==> config.mk <==
export PLATFORM = sky130hd
export DESIGN_NAME = rst_seq
export DESIGN_NICKNAME = d
export VERILOG_FILES = /design/src/rtl/rst_seq.sv
export SDC_FILE = /design/constraint.sdc
export NUM_CORES = 1
export LEC_CHECK = 0
export ABC_CLOCK_PERIOD_IN_PS = 2100
export CAP_MARGIN = 20
export CORE_MARGIN = 2
export CORE_UTILIZATION = 25
export DETAILED_ROUTE_END_ITERATION = 8
export GPL_TIMING_DRIVEN = 0
export PLACE_DENSITY = 0.45
export SLEW_MARGIN = 10
export SYNTH_ARGS = -nofsm -noshare
export SYNTH_HDL_FRONTEND = slang
export SYNTH_SLANG_ARGS = --single-unit
==> constraint.sdc <==
create_clock -name i_clk -period 2.1 [get_ports i_clk]
set_input_delay 0.315 -clock i_clk [delete_from_list [all_inputs] [get_ports i_clk]]
set_output_delay 0.315 -clock i_clk [all_outputs]
set_load 0.1 [all_outputs]
==> src/rtl/rst_seq.sv <==
// Reset sequencer for the AES core domain: qualifies MMCM lock, holds core
// reset for a fixed time, re-asserts on lock loss or soft reset, counts lock losses.
module rst_seq #(
    parameter int SYNC_STAGES        = 2,
    parameter int LOCK_STABLE_CYCLES = 16,
    parameter int RST_HOLD_CYCLES    = 8
) (
    input  logic       i_clk,
    input  logic       i_rst_n,
    input  logic       i_locked,
    input  logic       i_soft_rst,
    output logic       o_core_rst_n,
    output logic       o_ready,
    output logic [7:0] o_lock_loss_cnt
);

    localparam int MAX_CYCLES = (LOCK_STABLE_CYCLES > RST_HOLD_CYCLES) ?
                                LOCK_STABLE_CYCLES : RST_HOLD_CYCLES;
    localparam int CW = $clog2(MAX_CYCLES) + 1;
    localparam logic [CW-1:0] STABLE_LAST = CW'(LOCK_STABLE_CYCLES - 1);
    localparam logic [CW-1:0] HOLD_LAST   = CW'(RST_HOLD_CYCLES - 1);
    localparam logic [CW-1:0] CNT_ZERO    = {CW{1'b0}};
    localparam logic [CW-1:0] CNT_ONE     = CW'(1);

    typedef enum logic [1:0] {
        S_WAIT_LOCK = 2'd0,
        S_STABLE    = 2'd1,
        S_HOLD      = 2'd2,
        S_RUN       = 2'd3
    } state_t;

    // Debug counter sticks at full scale rather than wrapping.
    function automatic logic [7:0] sat_inc8(input logic [7:0] v);
        if (v == 8'hFF) begin
            sat_inc8 = 8'hFF;
        end else begin
            sat_inc8 = v + 8'd1;
        end
    endfunction

    logic [SYNC_STAGES-1:0] sync_r;
    logic                   locked_s;
    state_t                 state_r;
    state_t                 state_next_s;
    logic [CW-1:0]          cnt_r;
    logic [CW-1:0]          cnt_next_s;
    logic                   lock_lost_s;
    logic                   core_rst_n_r;
    logic                   ready_r;
    logic [7:0]             loss_cnt_r;

    // Synchronizer chain: the only place i_locked is sampled.
    always_ff @(posedge i_clk or negedge i_rst_n) begin
        if (!i_rst_n) begin
            sync_r <= {SYNC_STAGES{1'b0}};
        end else begin
            sync_r <= {sync_r[SYNC_STAGES-2:0], i_locked};
        end
    end

    assign locked_s = sync_r[SYNC_STAGES-1];

    // Next-state and counter logic; lock loss outranks soft reset outranks counting.
    always_comb begin
        state_next_s = state_r;
        cnt_next_s   = cnt_r;
        case (state_r)
            S_WAIT_LOCK: begin
                if (locked_s) begin
                    state_next_s = S_STABLE;
                end else begin
                    state_next_s = S_WAIT_LOCK;
                end
            end
            S_STABLE: begin
                if (!locked_s) begin
                    state_next_s = S_WAIT_LOCK;
                end else if (cnt_r == STABLE_LAST) begin
                    state_next_s = S_HOLD;
                end else begin
                    cnt_next_s = cnt_r + CNT_ONE;
                end
            end
            S_HOLD: begin
                if (!locked_s) begin
                    state_next_s = S_WAIT_LOCK;
                end else if (i_soft_rst) begin
                    cnt_next_s = CNT_ZERO;
                end else if (cnt_r == HOLD_LAST) begin
                    state_next_s = S_RUN;
                end else begin
                    cnt_next_s = cnt_r + CNT_ONE;
                end
            end
            S_RUN: begin
                if (!locked_s) begin
                    state_next_s = S_WAIT_LOCK;
                end else if (i_soft_rst) begin
                    state_next_s = S_HOLD;
                end else begin
                    state_next_s = S_RUN;
                end
            end
            default: begin
                state_next_s = S_WAIT_LOCK;
            end
        endcase
        // Any state change starts the new phase from a zero count.
        if (state_next_s != state_r) begin
            cnt_next_s = CNT_ZERO;
        end else begin
            cnt_next_s = cnt_next_s;
        end
        lock_lost_s = (state_r != S_WAIT_LOCK) && (state_next_s == S_WAIT_LOCK);
    end

    // State, counter and registered outputs; ready lags core reset release by one edge.
    always_ff @(posedge i_clk or negedge i_rst_n) begin
        if (!i_rst_n) begin
            state_r      <= S_WAIT_LOCK;
            cnt_r        <= CNT_ZERO;
            core_rst_n_r <= 1'b0;
            ready_r      <= 1'b0;
            loss_cnt_r   <= 8'd0;
        end else begin
            state_r      <= state_next_s;
            cnt_r        <= cnt_next_s;
            core_rst_n_r <= (state_next_s == S_RUN);
            ready_r      <= core_rst_n_r && (state_next_s == S_RUN);
            if (lock_lost_s) begin
                loss_cnt_r <= sat_inc8(loss_cnt_r);
            end else begin
                loss_cnt_r <= loss_cnt_r;
            end
        end
    end

    assign o_core_rst_n    = core_rst_n_r;
    assign o_ready         = ready_r;
    assign o_lock_loss_cnt = loss_cnt_r;

endmodule
==> impl_metrics.yaml <==
synthesis:
  synth_area_per_cell_um2: 9.96
  ys_seq_elements: 19
  synthesis.area_um2: 1060
  syn_nets: 113
  synth_top_flop_cell: "sky130_fd_sc_hd__dfrtp_1"
  synth_sequential_area_ratio_pct: 45.0
  synth_edf_count: 0
  synth_cell_type_count: 35
  synthesis.instances: 106
  yosys_warnings: 0
  async_reset_ff_share_pct: 100
clock_tree:
  cts_buffer_depth: 2
  worstSkewPairLatency_ps: 250
  cts_tree: "done"
  clk_pin_slew_worst_paths_ps: 70
  post_cts.repair.setup_buffers: 0
  cts_root_buffer: "sky130_fd_sc_hd__clkbuf_8"
  numCtsBuffers: 3
  ctsHtreeMaxLevel: 1
  clock_sink_count: 19
drt:
  postRouteWirelength_um: 2130
  drt_iter0_markers: 23
  routedWlPerCell_um: 12.4
  detail_route.vias_per_cell: 4.81
  post-route-drc-count: 0
  drt-pass1-iter-count: 4
  vias: 828
  drtAntennaViolNets: 0
die:
  die-area_um2: 4760
  floorplan.die.width_um: 69.0
  design.core.area_um2: 4030
  ioPinCount: 14
  die_h_um: 69.0
  placement_rows: 23
  floorplan.initialDensity_pct: 26.2
placement:
  gp_congestion: 0.796
  io_buffer_count: 12
  detailed_place_hpwl_um: 1530
  dp.cells: 168
  placed_cell_area_um2: 1240
setup_path:
  critical_path_buf_inv_count: 1
  path_delay_family: "buffers and inverters"
  required_time_at_the_endpoint_of_the_critical_path_ps: 1780
  timing_worst_setup_path_type: "flip-flop to primary output"
  data_arrival_time_of_the_worst_path_ps: 1720
  crit_chain: "clkdlybuf4s50_1"
  critical_path.slowest_cell: "sky130_fd_sc_hd__clkdlybuf4s50_1"
  critical-path-max-stage-delay_ps: 1130
  endpoint_kind: "primary output"
  setup.worst_path.start_class: "flip-flop"
  critPathMaxFanout: 2
timing:
  max_slew.worst_pin.slew_ps: 963
  grt_setup_unrepaired: "false"
  finalHoldViolations: 0
  worst_clock_skew_ps: 1.05
  fin_crit_ps: 2040
  slew_viol_final: 0
  fmax_ghz: 0.490
  slew-limit-headroom_pct: 35.6
  portion_of_the_clock_cycle_consumed_by_the_worst_path_in_the_final_layout_pct: 97.1
  setup_viol: 0
global_routing:
  grt_use_met2_pct: 16.7
  initial_antenna_violation_count: 0
  grt_use_met3_pct: 2.11
  via_count_of_the_first_global_routing_pass: 818
  global_route_wire_length_before_repair_um: 3620
  grt_start_max_net_pins: 20
  grt_util_met1_pct: 13.4
  overflow: 0
  globalRouteTotalUtil_pct: 10.2
  globalRoute.busiestLayer: "met2"
flow_run:
  max_cap_viol_count: 0
cells_and_area:
  layout_stage_area_growth_over_the_synthesis_result_pct: 23.3
  finish.net_count: 130
  post_route_cells_drive_above_1_share_pct: 12.3
  num-fill-cells: 418
  num_antenna_cells: 0
  stdcell_area_um2: 1300
  instances_no_fill: 172
pwr:
  leak_nw: 0.516
  max-vdd-ir-drop_v: 0.000688
  pwr_density_nw_per_um2: 1030
  p_total_w: 0.00134
status:
  status: "completed"
min_path:
  hold_path_class: "flip-flop to flip-flop"
-- flip-flops by register name, indices dropped and copies added, names as in the netlist --
register	count
o_lock_loss_cnt	8
cnt_r	5
state_r	2
sync_r	2
o_core_rst_n	1
o_ready	1
-- repair_timing --
item                                    4_1_cts  5_1_grt
endpoints found under the setup margin       12        4
hold buffers                                  0        0
pin swaps                                     0        0
gates resized for setup                      10        3
-- kinds of logic (layout without fill, tap and decap cells) --
family	Yosys count	count (layout)	share of synthesized area (%)
xor+xnor	5	5	4.15
fa+ha+maj	3	3	3.55
buf+inv	6	22	3.44
simple gates	43	43	24.4
compound gates	28	28	17.4
flops	19	19	45.0
mux	2	2	2.01
-- Yosys cell counts (all sizes together), types with 2 or more instances --
cell type / count / area [um2]
dfrtp: 19 / 475
a21oi: 11 / 58.8
nor2: 8 / 30.0
nand2: 6 / 22.5
nor3: 6 / 30.0
nand3: 5 / 25.0
o21ai: 5 / 25.0
xnor2: 5 / 43.8
buf: 4 / 28.8
o21a: 4 / 30.0
and3: 3 / 18.8
ha: 3 / 37.5
o2111ai: 3 / 26.3
or3: 3 / 18.8
and4bb: 2 / 25.0
nand2b: 2 / 12.5
nor2b: 2 / 12.5
o21bai: 2 / 15.0
-- layer usage --
layer  up-vias  share of wire [%]
li1        417                  -
met1       394                 50
met2        15                 45
met3         2                4.1
met4         0               0.56
met5         -                  0
-- power breakdown --
part	total [W]	leakage [nW]	switching, W	internal [W]
sequential	0.000497	0.243	0.0000760	0.000421
combinational	0.000588	0.248	0.000472	0.000116
clock	0.000254	0.0255	0.000123	0.000132
total	0.00134	0.516	0.000670	0.000669
-- placed cells by master, fill, tap and decap left out, types with 3 or more instances in the layout --
cell / instances
sky130_fd_sc_hd__nand3_1: 5
sky130_fd_sc_hd__dlygate4sd2_1: 8
sky130_fd_sc_hd__a21oi_1: 10
sky130_fd_sc_hd__nor2_1: 8
sky130_fd_sc_hd__o2111ai_1: 3
sky130_fd_sc_hd__o21ai_0: 5
sky130_fd_sc_hd__and3_1: 3
sky130_fd_sc_hd__dfrtp_1: 18
sky130_fd_sc_hd__nor3_1: 6
sky130_fd_sc_hd__xnor2_1: 5
sky130_fd_sc_hd__o21a_1: 4
sky130_fd_sc_hd__nand2_1: 6
sky130_fd_sc_hd__or3_1: 3
sky130_fd_sc_hd__clkbuf_8: 3
sky130_fd_sc_hd__clkdlybuf4s50_1: 4
-- final timing paths --
kind | start | end | slack [ps] | cells after the start
max reg2reg | cnt_r[1] | cnt_r[2] | 110 | 8
min reg2reg | sync_r[0] | sync_r[1] | 360 | 0
min | sync_r[0] | sync_r[1] | 360 | 0
max | o_core_rst_n | o_core_rst_n | 60 | 1
max in group asynchronous | i_rst_n | cnt_r[0] | 970 | 1
min in group asynchronous | i_rst_n | cnt_r[2] | 550 | 1
-- cell type report --
cell class,instances,area (um2),area share (%)
well taps,50,62.6,4.80
inverters,1,3.75,0.288
multi-input cells,81,571,43.8
repair buffers,12,110,8.45
flip-flops and latches,19,477,36.6
plain buffers,5,32.5,2.50
clock buffers,3,41.3,3.17
clock inverters,1,5.00,0.384
-- per-stage QoR --
| step | util (%) | hold WS [ps] | setup WS [ps] | setup TNS [ps] |
|---|---|---|---|---|
| after floorplan | - | 19.4 | 33.9 | 0 |
| after global placement | 30.7 | 335 | -50.0 | -186 |
| after CTS | 31.9 | 370 | 13.8 | 0 |
| final | 32.3 | 361 | 60.8 | 0 |
| after global routing | 32.3 | 378 | 11.7 | 0 |
| after detailed placement | 30.7 | 352 | -59.8 | -197 |
Power figures use the tool's default switching activity.
